**src/rtl/driver_monitor_readout.sv**
```systemverilog
// Reader side of the address-FIFO gap monitor: snapshots the gap histogram and
// cycle counter on a trigger and streams them as an 11-word framed packet.
module driver_monitor_readout #(
  parameter logic [7:0] MAGIC    = 8'hA5,
  parameter int         NUM_BINS = 16,
  parameter int         BIN_W    = 16
) (
  input  logic                      clk,
  input  logic                      reset,
  input  logic                      end_program,
  input  logic                      snap_req,
  input  logic                      abort,
  input  logic [31:0]               addr_cycle_cnt,
  input  logic [NUM_BINS*BIN_W-1:0] addr_mon_cnts_flat,
  output logic                      rd_valid,
  input  logic                      rd_ready,
  output logic [31:0]               rd_data,
  output logic                      rd_last,
  output logic                      busy,
  output logic [7:0]                drop_cnt,
  input  logic [3:0]                mon_sel,
  output logic [BIN_W-1:0]          mon_sel_data
);

  typedef enum logic {IDLE, SEND} state_t;

  state_t           state;
  logic             end_program_d;
  logic [BIN_W-1:0] snap_bins [NUM_BINS];
  logic [31:0]      snap_cyc;
  logic [7:0]       seq;
  logic [3:0]       idx;
  logic [31:0]      csum;

  logic             trig;
  logic [3:0]       nxt_idx;
  logic [2:0]       pair;
  logic [31:0]      nxt_csum;
  logic [31:0]      nxt_word;

  assign trig = snap_req | (end_program & ~end_program_d);

  // Next word of the frame, built only from the frozen snapshot; word10 folds
  // the word currently on the bus into the running XOR.
  always_comb begin
    nxt_idx  = idx + 4'd1;
    pair     = 3'(nxt_idx - 4'd1);
    nxt_csum = csum ^ rd_data;
    nxt_word = '0;
    if (nxt_idx >= 4'd1 && nxt_idx <= 4'd8)
      nxt_word = {snap_bins[{pair, 1'b1}], snap_bins[{pair, 1'b0}]};
    else if (nxt_idx == 4'd9)
      nxt_word = snap_cyc;
    else if (nxt_idx == 4'd10)
      nxt_word = nxt_csum;
  end

  always_ff @(posedge clk or negedge reset) begin
    if (!reset) begin
      state         <= IDLE;
      end_program_d <= 1'b0;
      for (int i = 0; i < NUM_BINS; i++) snap_bins[i] <= '0;
      snap_cyc      <= '0;
      seq           <= '0;
      idx           <= '0;
      csum          <= '0;
      rd_valid      <= 1'b0;
      rd_data       <= '0;
      rd_last       <= 1'b0;
      busy          <= 1'b0;
      drop_cnt      <= '0;
      mon_sel_data  <= '0;
    end else begin
      end_program_d <= end_program;
      mon_sel_data  <= snap_bins[mon_sel];

      if (trig && state == SEND && drop_cnt != 8'hFF)
        drop_cnt <= drop_cnt + 8'd1;

      case (state)
        IDLE: begin
          if (trig) begin
            for (int i = 0; i < NUM_BINS; i++)
              snap_bins[i] <= addr_mon_cnts_flat[BIN_W*i +: BIN_W];
            snap_cyc <= addr_cycle_cnt;
            idx      <= '0;
            csum     <= '0;
            rd_data  <= {MAGIC, seq, 16'(NUM_BINS)};
            rd_last  <= 1'b0;
            rd_valid <= 1'b1;
            busy     <= 1'b1;
            state    <= SEND;
          end
        end
        SEND: begin
          // Abort beats a coinciding handshake: the word is discarded.
          if (abort) begin
            rd_valid <= 1'b0;
            rd_last  <= 1'b0;
            busy     <= 1'b0;
            state    <= IDLE;
          end else if (rd_valid && rd_ready) begin
            if (rd_last) begin
              seq      <= seq + 8'd1;
              rd_valid <= 1'b0;
              rd_last  <= 1'b0;
              busy     <= 1'b0;
              state    <= IDLE;
            end else begin
              idx     <= nxt_idx;
              csum    <= nxt_csum;
              rd_data <= nxt_word;
              rd_last <= (nxt_idx == 4'd10);
            end
          end
        end
        default: state <= IDLE;
      endcase
    end
  end

endmodule

```
**config.mk**
```make
export PLATFORM = sky130hd
export DESIGN_NAME = driver_monitor_readout
export DESIGN_NICKNAME = d
export VERILOG_FILES = /design/src/rtl/driver_monitor_readout.sv
export SDC_FILE = /design/constraint.sdc
export NUM_CORES = 1
export LEC_CHECK = 0
export ABC_CLOCK_PERIOD_IN_PS = 3350
export BUFFER_PORTS_ARGS = -buffer_cell sky130_fd_sc_hd__buf_2
export CAP_MARGIN = 25
export CORE_AREA = 3 3 262 264
export CTS_BUF_LIST = sky130_fd_sc_hd__clkbuf_4 sky130_fd_sc_hd__clkbuf_8 sky130_fd_sc_hd__clkbuf_16
export CTS_CLUSTER_DIAMETER = 30
export DETAILED_ROUTE_END_ITERATION = 8
export DIE_AREA = 0 0 265 267
export GPL_TIMING_DRIVEN = 0
export PLACE_DENSITY = 0.48
export SLEW_MARGIN = 10
export SYNTH_ARGS = -nofsm -noshare
export SYNTH_HDL_FRONTEND = slang
export SYNTH_SLANG_ARGS = --single-unit
```
**constraint.sdc**
```tcl
create_clock -name clk -period 3.35 [get_ports clk]
set_input_delay 0.1675 -clock clk [delete_from_list [all_inputs] [get_ports clk]]
set_output_delay 0.1675 -clock clk [all_outputs]
set_load 0.05 [all_outputs]
```
==> impl_metrics.csv, run 1 <==
group,metric,value,unit
die,die-area,70800,µm²
cts,clkSinkCount,392,
global_route,grt_use_total,26.2,%
cells_and_area,drive_gt1_share,23.6,%
place,dp_slack,-379,ps
die,std_cell_rows,95,
global_route,grt_pass1_wl,136,mm
cts,root_buffer,"clkbuf_16",
setup_path,cp.arrival,3870,ps
synth,ys_ff_latch,392,
setup_path,endpoint_kind,"register",
routing,drt_first_pass_iters,7,
place,hpwl,69.5,mm
routing,vias_per_cell,5.10,
cts,clk_latency,690,ps
timing,fmax,0.304,GHz
routing,vias,19800,
synth,syn-num-nets,2453,
timing,worst_slew_pin_slew,1040,ps
cts,h-tree-depth,3,
die,floorplan.initialDensity,29.8,%
global_route,grt_pass1_vias,20500,
cts,clk_path_buf_depth,3,
synth,synth_area_per_cell,9.26,µm²
place,place.gp.congestion,0.934,
setup_path,worst-setup-path-type,"reg2reg",
die,die_width,265,µm
global_route,gr-total-overflow,0,
cells_and_area,finish.net_count,3213,
cts,cts_tree,"done",
flow_run,max_cap_viol_count,0,
setup_path,start_kind,"register",
outcome,outcome,"complete, no violations",
cells_and_area,area_growth,49.6,%
setup_path,r2r_setup_slack,60,ps
timing,period_share,98.2,%
setup_path,ff2ff_path_depth,11,
global_route,antenna_found_initial,2,
setup_path,required,3930,ps
power_and_ir_drop,ir_worst_vdd,0.000410,V
routing,wl_per_cell,24.2,µm
power_and_ir_drop,p_leak,14.2,nW
synth,synthFlopType,"dfrtp_1",
timing,setup_viol,0,
cells_and_area,fin_cells,3874,
cts,cts_buffers,108,
place,dp_cells,3377,
worst_hold_path,hold_class,"in2async",
timing,min_period,3290,ps
routing,drc,0,
setup_path,r2r_end,"rd_data[11]",
cells_and_area,mostFrequentLayoutCell,"nand2_1",
routing,drtIter0Drc,1792,
cts,clk_pin_slew,50,ps
synth,synth_seq_area_share,49.3,%
timing,grt_setup_unrepaired,"true",
timing,hold_violations,0,
cells_and_area,diodes,0,
setup_path,crit_path_max_fanout,10,
synth,synth_edf_count,0,
timing,slew_violations,0,
synth,synthCells,2149,
die,core_area,66800,µm²
timing,relSlewSlack,30.4,%
power_and_ir_drop,power_density,853,nW/µm²
die,fp.dieH,267,µm
timing,setup_slack,60.7,ps
synth,async_flop_share,100,%
synth,syn_area,19900,µm²
routing,postRouteWirelength,93.7,mm
timing,finalClockSkew,57.8,ps
global_route,grt_max_degree,107,
place,portBuffers,352,
cells_and_area,final_util,44.6,%
synth,ys_warn_count,0,
synth,synthDistinctLibCells,41,
die,ioPinCount,357,
routing,postRouteAntennaNets,0,
setup_path,timing.rr.start,"idx[0]",
cells_and_area,mostFrequentLayoutCells,"nand2_1, dfrtp_1, buf_2",
[state kept, by name (all words and copies together) (netlist names), 4 cells and up]
register,cells
snap_bins,256
csum,32
rd_data,32
snap_cyc,32
mon_sel_data,16
drop_cnt,8
seq,8
idx,4
[cell usage after synthesis, types with 6 or more instances]
cell type / n / area (µm²)
a21o_1: 8 / 60.1
a21oi_1: 10 / 50.1
a22oi_1: 43 / 323
a31oi_1: 10 / 62.6
buf_1: 7 / 26.3
buf_2: 23 / 115
buf_4: 9 / 67.6
clkbuf_1: 114 / 428
dfrtp_1: 392 / 9810
ha_1: 6 / 75.1
mux2i_1: 99 / 991
mux4_2: 96 / 2160
nand2_1: 1010 / 3790
nand3_1: 30 / 150
nand4_1: 31 / 194
nor2_1: 39 / 146
o211ai_1: 24 / 180
o21ai_0: 107 / 536
o22ai_1: 9 / 56.3
xnor2_1: 10 / 87.6
xor2_1: 36 / 315
[power by group]
part           total, mW  internal [mW]  leakage [nW]  switching, mW
clock network       10.7           7.25          1.84           3.46
registers           7.40           6.03          4.91           1.37
logic               7.30           2.67          7.49           4.63
[per-stage QoR]
stage | power [mW] | setup TNS (ps) | hold WS [ps] | instance area (µm²)
after floorplan | 11.4 | 0 | -128 | 19900
after global placement | 14.1 | -2364940 | 306 | 22800
after detailed placement | 14.2 | -5730 | 286 | 22900
after CTS | 25.3 | 0 | 164 | 29700
after global routing | 26.4 | -72.2 | 164 | 29800
final | 25.4 | 0 | 157 | 29800
[worst max-delay path by stage]
stage,end,slack [ps],depth (start not counted),from
after floorplan,rd_data[10],930,11,idx[0]
after global placement,snap_bins[40],-6100,1,reset
after detailed placement,rd_data[25],-380,11,idx[0]
after CTS,rd_data[25],10,11,idx[0]
after global routing,rd_data[3],-50,11,idx[0]
final,rd_data[11],60,11,idx[0]
[logic make-up after synthesis]
group	share of synthesized area, %
and+or+nand+nor	22.1
DFF	49.3
AOI/OAI and AO/OA	7.02
muxes	16.0
buffers and inverters	3.29
xor gates and xnor gates	2.02
adders and majority gates	0.377
[layer usage]
| metal | up-vias | GRT usage, % | share of wire, % |
|---|---|---|---|
| li1 | 8800 | - | - |
| met1 | 9810 | 34.5 | 41 |
| met3 | 170 | 5.10 | 8.6 |
| met5 | - | 0 | 0.016 |
| met4 | 2 | 9.80 | 3.5 |
| met2 | 988 | 43.1 | 47 |
[worst max-delay path, stage by stage (launching register included)]
cell and delay (ps):
dfrtp_1 410, buf_4 240, clkinv_2 230, ha_1 390
buf_2 200, buf_4 260, buf_4 240, buf_4 280
mux2i_1 110, a22oi_1 300, nand3_1 290, o211ai_1 250
[what timing repair did]
item                       4_1_cts  5_1_grt
hold buffers                   295        0
buffers inserted                 0        0
resized for setup                8       17
hold endpoints to repair       389        0
setup endpoints to repair       26       17
[cell type report]
cell class                 instances  area (µm²)
fill                            6539       37000
sequential                       392        9810
multi-input combinational       1599        9530
timing repair buffer             650        4810
clock buffer                     123        2870
tap                              873        1090
clock inverter                    79        1000
buffer                           153         656
inverter                           5        20.0
(Power assumes the default switching activity.)
==> run 2: changes to the inputs <==
CORE_AREA = 3 3 195 197   (was 3 3 262 264)
DIE_AREA = 0 0 198 200   (was 0 0 265 267)
PLACE_DENSITY = 0.78   (was 0.48)
==> impl_metrics.csv, run 2 (same netlist as run 1, synthesis figures left out) <==
group,metric,value,unit
worst_hold_path,hold_class,"in2async",
timing,setup_slack,32.8,ps
routing,drc,0,
cts,cts_tree,"done",
global_route,antenna_found_initial,4,
place,hpwl,57.2,mm
die,core_area,36400,µm²
cells_and_area,multiInputGateArea,9490,µm²
power_and_ir_drop,ir_worst_vdd,0.000497,V
cells_and_area,drive_gt1_share,22.3,%
setup_path,crit_path_max_fanout,10,
setup_path,crit_chain,"clkbuf_4, clkinv_2, ha_1, buf_2, buf_4, buf_4, buf_4, mux2i_1, a22oi_1, nand3_1, o211ai_1",
timing,whs,85.4,ps
setup_path,path_common_cell,"buf_4",
global_route,gr-total-overflow,0,
setup_path,crit_buf_inv,6,
flow_run,max_cap_viol_count,0,
setup_path,cp_slowest_stage_delay,410,ps
cells_and_area,num-fill-cells,2194,
cells_and_area,seqCellArea,9810,µm²
setup_path,start_kind,"register",
cts,h-tree-depth,3,
timing,grt_setup_unrepaired,"false",
setup_path,worst-setup-path-type,"reg2reg",
timing,worst_slew_pin_slew,966,ps
timing,relSlewSlack,35.6,%
timing,period_share,99.0,%
setup_path,cp.arrival,3840,ps
setup_path,slowest_stage,"dfrtp_1",
global_route,grt_pass1_wl,132,mm
cts,clk_path_buf_depth,3,
die,fp.dieH,200,µm
setup_path,cp_top_family,"buffers and inverters",
timing,finalClockSkew,20.8,ps
timing,setup_viol,0,
routing,drtIter0Drc,2931,
routing,postRouteWirelength,89.1,mm
global_route,grt_pass1_vias,22400,
routing,vias,21600,
cts,cts_buffers,86,
power_and_ir_drop,p_leak,13.9,nW
cts,clk_pin_slew,50,ps
die,ioPinCount,357,
cts,clkSinkCount,392,
routing,wl_per_cell,26.0,µm
timing,min_period,3320,ps
power_and_ir_drop,power_density,829,nW/µm²
die,floorplan.initialDensity,54.6,%
cells_and_area,regMostFlops,"snap_bins",
cells_and_area,finish.net_count,3192,
routing,vias_per_cell,6.31,
place,portBuffers,352,
outcome,outcome,"complete, no violations",
cells_and_area,mostFrequentLayoutCell,"nand2_1",
global_route,grt_max_degree,101,
timing,hold_violations,0,
cells_and_area,mostFrequentLayoutCells,"nand2_1, dfrtp_1, buf_2",
die,die-area,39600,µm²
routing,postRouteAntennaNets,0,
cts,root_buffer,"clkbuf_16",
cells_and_area,largest_reg_flops,256,
timing,slew_violations,0,
cells_and_area,area_growth,42.7,%
place,dp_slack,-141,ps
cts,clk_latency,620,ps
timing,totalNegativeSetupSlack,0,ps
setup_path,required,3870,ps
die,std_cell_rows,70,
timing,fmax,0.301,GHz
place,place.gp.congestion,1.01,
routing,drt_first_pass_iters,9,
global_route,grt_use_total,44.8,%
die,die_width,198,µm
cts,cts_setup_buffers,0,
setup_path,endpoint_kind,"register",
## run 2: cell types whose count changed in the layout (fill, tap and decap cells not counted), moves of 4 or more
cell and delta:
inv_6 +4, nand3_1 +7, bufinv_16 -8, clkbuf_16 -20, clkbuf_4 +4, clkbuf_8 +8
nand3_2 -7, clkinv_2 -10, clkinv_4 -6, clkinvlp_4 -10
## run 2: worst register-to-register path: cells and delay by family, from the launching register on
kind	cells	cell delay, ps
AO/OA/AOI/OAI	2	590
AND/OR/NAND/NOR	1	250
multiplexers	1	120
buffers and inverters	6	1480
adder cells (fa/ha/maj)	1	380
flip-flops	1	410
## run 2: final cells by class
type                    instances  share of cell area [%]
repair buffers                651                    17.0
clock inverters                46                    1.86
diodes                          2                  0.0176
well taps                     468                    2.06
inverters                       5                  0.0705
flip-flops and latches        392                    34.5
clock buffers                 114                    8.79
multi-input cells            1599                    33.4
plain buffers                 153                    2.26
## run 2: through the flow
step	std cells	utilization (%)	power [mW]	area [µm²]
2_1_floorplan	2149	-	11.4	19900
3_3_place_gp	2969	61.1	13.7	22300
3_5_place_dp	2973	61.4	13.9	22400
4_1_cts	3428	77.8	22.9	28400
5_1_grt	3429	78.0	24.2	28400
6_report	3430	78.0	23.5	28400
## run 2: final timing paths
check,startpoint,end,slack [ps],depth (start not counted)
max,idx[0],rd_data[1],30,11
min,reset,snap_cyc[19],90,2
max reg2reg,idx[0],rd_data[1],30,11
min reg2reg,state,rd_last,480,1
max in group asynchronous,reset,snap_bins[228],2010,4
min in group clk,mon_sel[3],mon_sel_data[4],210,2
## run 2: per-layer routing
layer | wire length (µm) | global-route usage, % | vias to the layer above
met3 | 13200 | 17.9 | 532
met4 | 6540 | 29.0 | 6
met5 | 42 | 0.239 | -
li1 | - | - | 8732
met1 | 28700 | 51.6 | 10300
met2 | 40600 | 70.3 | 2021
## run 2: repair_timing
| action | CTS | global route |
|---|---|---|
| setup endpoints to repair | 22 | 16 |
| gates resized for setup | 2 | 11 |
| hold buffers | 295 | 0 |
| endpoints found under the hold margin | 376 | 0 |
## run 2: power by group
group | total (mW) | internal [mW] | switching, mW
clock | 8.69 | 5.75 | 2.95
sequential | 7.46 | 6.03 | 1.43
combinational | 7.39 | 2.67 | 4.72
total | 23.5 | 14.4 | 9.10
